### config.mk
export PLATFORM = sky130hd
export DESIGN_NAME = div8x4
export DESIGN_NICKNAME = d
export VERILOG_FILES = /design/src/rtl/div8x4.sv
export SDC_FILE = /design/constraint.sdc
export NUM_CORES = 1
export LEC_CHECK = 0
export ABC_AREA = 1
export CORE_ASPECT_RATIO = 2
export CORE_MARGIN = 2
export CORE_UTILIZATION = 55
export CTS_CLUSTER_SIZE = 12
export DETAILED_ROUTE_END_ITERATION = 8
export PLACE_DENSITY_LB_ADDON = 0.12
export SKIP_CTS_REPAIR_TIMING = 1
export SLEW_MARGIN = 0
export SYNTH_ARGS = -nofsm -noshare
export SYNTH_HDL_FRONTEND = slang
export SYNTH_SLANG_ARGS = --single-unit
export TNS_END_PERCENT = 10
### constraint.sdc
create_clock -name clk -period 3.7 [get_ports clk]
set_clock_uncertainty 0.05 [all_clocks]
set_input_delay 0.555 -clock clk [delete_from_list [all_inputs] [get_ports clk]]
set_output_delay 0.555 -clock clk [all_outputs]
set_load 0.02 [all_outputs]
### src/rtl/div8x4.sv
// Sequential 8-bit by 4-bit unsigned restoring divider with a start/done handshake.
// Define DIV8X4_RADIX4_EN to retire two quotient bits per cycle instead of one.
module div8x4 (
   input  logic       clk,
   input  logic       rst,
   input  logic       start,
   input  logic [7:0] dividend,
   input  logic [3:0] divisor,
   output logic       busy,
   output logic       done,
   output logic [7:0] quotient,
   output logic [3:0] remainder,
   output logic       div_by_zero
);

   typedef enum logic [1:0] {S_IDLE, S_RUN, S_DONE} state_t;

`ifdef DIV8X4_RADIX4_EN
   localparam logic [2:0] LAST_CNT = 3'd3;
`else
   localparam logic [2:0] LAST_CNT = 3'd7;
`endif

   state_t     state_q, state_d;
   logic [7:0] dvd_q, dvd_d;
   logic [3:0] dvs_q, dvs_d;
   logic [4:0] pr_q, pr_d;
   logic [7:0] acc_q, acc_d;
   logic [2:0] cnt_q, cnt_d;
   logic [7:0] quo_q, quo_d;
   logic [3:0] rem_q, rem_d;
   logic       dbz_q, dbz_d;

   logic [7:0] dvd_step;
   logic [4:0] pr_step;
   logic [7:0] acc_step;

   // One restoring step: returns {quotient bit, new partial remainder}.
   function automatic logic [5:0] rstep(input logic [4:0] pr, input logic b, input logic [3:0] d);
      logic [4:0] t;
      t = {pr[3:0], b};
      if (t >= {1'b0, d})
         rstep = {1'b1, t - {1'b0, d}};
      else
         rstep = {1'b0, t};
   endfunction

`ifdef DIV8X4_RADIX4_EN
   logic [5:0] s1, s2;
   always_comb begin
      s1       = rstep(pr_q, dvd_q[7], dvs_q);
      s2       = rstep(s1[4:0], dvd_q[6], dvs_q);
      pr_step  = s2[4:0];
      acc_step = {acc_q[5:0], s1[5], s2[5]};
      dvd_step = {dvd_q[5:0], 2'b00};
   end
`else
   logic [5:0] s1;
   always_comb begin
      s1       = rstep(pr_q, dvd_q[7], dvs_q);
      pr_step  = s1[4:0];
      acc_step = {acc_q[6:0], s1[5]};
      dvd_step = {dvd_q[6:0], 1'b0};
   end
`endif

   always_comb begin
      state_d = state_q;
      dvd_d   = dvd_q;
      dvs_d   = dvs_q;
      pr_d    = pr_q;
      acc_d   = acc_q;
      cnt_d   = cnt_q;
      quo_d   = quo_q;
      rem_d   = rem_q;
      dbz_d   = dbz_q;
      case (state_q)
         S_IDLE, S_DONE: begin
            state_d = S_IDLE;
            if (start) begin
               if (divisor == 4'd0) begin
                  state_d = S_DONE;
                  quo_d   = 8'hFF;
                  rem_d   = 4'd0;
                  dbz_d   = 1'b1;
               end else begin
                  state_d = S_RUN;
                  dvd_d   = dividend;
                  dvs_d   = divisor;
                  pr_d    = 5'd0;
                  acc_d   = 8'd0;
                  cnt_d   = 3'd0;
               end
            end
         end
         S_RUN: begin
            dvd_d = dvd_step;
            pr_d  = pr_step;
            acc_d = acc_step;
            cnt_d = cnt_q + 3'd1;
            if (cnt_q == LAST_CNT) begin
               state_d = S_DONE;
               quo_d   = acc_step;
               rem_d   = pr_step[3:0];
               dbz_d   = 1'b0;
            end
         end
         default: state_d = S_IDLE;
      endcase
   end

   always_ff @(posedge clk or posedge rst) begin
      if (rst) begin
         state_q <= S_IDLE;
         dvd_q   <= 8'd0;
         dvs_q   <= 4'd0;
         pr_q    <= 5'd0;
         acc_q   <= 8'd0;
         cnt_q   <= 3'd0;
         quo_q   <= 8'd0;
         rem_q   <= 4'd0;
         dbz_q   <= 1'b0;
      end else begin
         state_q <= state_d;
         dvd_q   <= dvd_d;
         dvs_q   <= dvs_d;
         pr_q    <= pr_d;
         acc_q   <= acc_d;
         cnt_q   <= cnt_d;
         quo_q   <= quo_d;
         rem_q   <= rem_d;
         dbz_q   <= dbz_d;
      end
   end

   assign busy        = (state_q == S_RUN);
   assign done        = (state_q == S_DONE);
   assign quotient    = quo_q;
   assign remainder   = rem_q;
   assign div_by_zero = dbz_q;

endmodule

==> reports/summary.txt <==
status -> finished, final reports clean
min-delay src -> quotient[4]
maxcap violations -> 0
final count of pins violating max slew -> 0
drt drc -> 0
Layout Cells excl Fill -> 290
Synth Net Count -> 250
drt pass-1 iters -> 4
Max Freq -> 437.0 MHz
largest net degree at the start of global routing -> 38
leakage -> 1.208 nW
PortBufs -> 29
area share of the largest cell type after synthesis -> 0.5263
gr ovfl total -> 0
dominant cells by area after synthesis -> dfrtp_1 53%, nand2_1 13%, inv_1 5.6%
Routed WL -> 3576 um
Antenna Nets Post-Route -> 0
via count -> 1551
share of post-route cells with drive strength above 1 -> 0.06589
crit start category -> register
WP data required -> 3.09 ns
PD cells -> 969.0 mW/mm^2
delay-heaviest family, CP -> buffers and inverters
max_slew headroom -> 0.2734
clk sinks -> 41
Crit Path Max Fanout -> 15
via/cell ratio -> 5.348
launch point of the worst reg-to-reg path -> state_q[0]
hpwl dp -> 2637 um
synthesized flop and latch total -> 41
RePlAce Congestion -> 0.8294
initial antenna violation count -> 0
WHS Endpoint -> quotient[4]
hold path depth -> 2
Mapped Avg Cell Area -> 8.550 sq um
dominant cell type by area after synthesis -> dfrtp_1
CP cell instances -> inv_2 -> nor2_8 -> clkdlybuf4s50_1
clk buf depth -> 2
CP max stage cell -> clkdlybuf4s50_1
flop2flop setup slack -> 1.77 ns
Clock Tree Root -> clkbuf_8
clock network power share -> 0.186
Die ar. -> 0.004065 sq mm
CP bufs+invs -> 2
Worst Setup End Kind -> primary output
warnings from Yosys -> 0
Final Hold Fails -> 0
total track usage -> 0.2110
Mapped Cells -> 228
Worst Tran Pin Value -> 1.089 ns
vias in the first global route -> 1514
clk_lat worst skew -> 0.29 ns
Placed Cells -> 282
Crit path largest cell delay -> 0.65 ns
I/O pins -> 30
RSZ-0062 raised after global routing -> false
Seq pwr share -> 0.331
Sw Share -> 0.4161
Synth Cell Area -> 0.001949 sq mm
WS Path Type -> register to primary output
Chip Height -> 88.19 um
P_sw -> 0.9590 mW
crit path DAT -> 1.68 ns
Nets -> 279
Worst Hold Class -> register to register
starting density of the core -> 0.5770
antenna cells -> 0
Area growth, synth to finish -> 22.02%
fin crit period -> 2.288 ns
first-pass GRT wire length -> 6244 um
depth of the CTS H-tree -> 2
Routed WL per cell -> 12.33 um
Seq/Total Area, Yosys -> 0.5263
final period utilization -> 0.6185
Reg-to-Reg End -> dvd_q[0]
Core Box Area -> 0.003378 sq mm
total CTS buffers -> 5
DRT iter0 DRCs -> 24
total negative slack -> 0 ns
TritonCTS clock tree -> built
number of distinct library cells after synthesis -> 24
die span in x -> 46.10 um
Core Rows -> 30
Pint -> 1.346 mW
peak supply drop -> 0.0007223 V
Reg2Reg Depth -> 6
combinational share of power -> 0.483
Worst-path clk slew -> 0.08 ns
final setup violation count -> 0
[cells in the final DEF, fill, tap and decap left out, drive strengths merged]
cell           synthesis  routed
clkbuf                 3       5
xnor2                  1       1
nand2                 66      66
o21ai                 26      26
nor2                  11      11
o211ai                 1       1
buf                    6       2
nand3                 19      19
a21oi                  5       5
o22ai                  5       5
fa                     1       1
inv                   32      33
ha                     6       6
clkdlybuf4s50          0      29
bufinv                 0       2
nor3                   2       2
nand4                  3       3
dfrtp                 41      41
[worst min-delay path, stage by stage, from the launching register on]
cell	delay (ns)
dfrtp_1	0.35
nand2_1	0.05
nand2_1	0.04
[layout make-up]
type | count | area, sq um
sequential | 41 | 1026
fill | 282 | 999.7
multi-input combinational | 146 | 747.0
timing repair buffer | 31 | 305.3
inverter | 32 | 122.6
clock buffer | 5 | 68.82
clock inverter | 3 | 68.82
tap | 32 | 40.04
[power by group through the flow]
stage,Sequential (mW),Combinational [mW],Clock (mW)
floorplan,0.832,0.763,0
global placement,0.765,1.10,0
detailed placement,0.772,1.12,0
CTS,0.764,1.13,0.435
global route,0.787,1.28,0.451
finish,0.763,1.11,0.429
[cell usage after synthesis (all sizes together)]
master / count
a21oi: 5
buf: 6
clkbuf: 3
dfrtp: 41
fa: 1
ha: 6
inv: 32
nand2: 66
nand3: 19
nand4: 3
nor2: 11
nor3: 2
o211ai: 1
o21ai: 26
o22ai: 5
xnor2: 1
[through the flow]
step	power [mW]	worst slack (ns)	cell area, sq um	util	hold WS [ns]
5_1_grt	2.521	1.222	2379	0.7041	0.4460
3_5_place_dp	1.894	1.205	2241	0.6633	0.4079
2_1_floorplan	1.596	2.101	1949	-	0.3998
6_report	2.305	1.412	2379	0.7041	0.4206
4_1_cts	2.325	1.405	2379	0.7041	0.4281
3_3_place_gp	1.862	1.274	2241	0.6633	0.4024
[metal layers]
metal / GRT usage / wire [um] / vias up
met4: 0.1065 / 96 / 0
met1: 0.2320 / 1395 / 719
met5: 0 / 0 / -
li1: - / - / 783
met2: 0.3611 / 1984 / 37
met3: 0.04742 / 99 / 12
[worst max-delay path by stage]
stage	from	endpoint	slack [ns]	cells past startpoint
after global placement	divisor[1]	dvd_q[0]	1.27	7
after detailed placement	divisor[1]	dvd_q[0]	1.20	7
after CTS	state_q[0]	busy	1.40	3
after floorplan	pr_q[1]	remainder[0]	2.10	9
after global routing	divisor[2]	dvd_q[0]	1.22	7
final	state_q[0]	busy	1.41	3
[state kept, by name (all words and copies together), names as in the netlist]
name,count
quotient,8
state_q,2
pr_q,4
dvd_q,8
div_by_zero,1
acc_q,7
dvs_q,4
cnt_q,3
remainder,4
[cell families (layout without fill, tap and decap cells)]
family | after synthesis | in the layout | share of synthesized area
compound gates | 37 | 37 | 0.1072
xor+xnor | 1 | 1 | 0.004494
fa+ha+maj | 7 | 7 | 0.04878
buf+inv | 41 | 71 | 0.09050
flops | 41 | 41 | 0.5263
simple gates | 101 | 101 | 0.2227
Note: power is estimated with default switching activity, not from simulation.
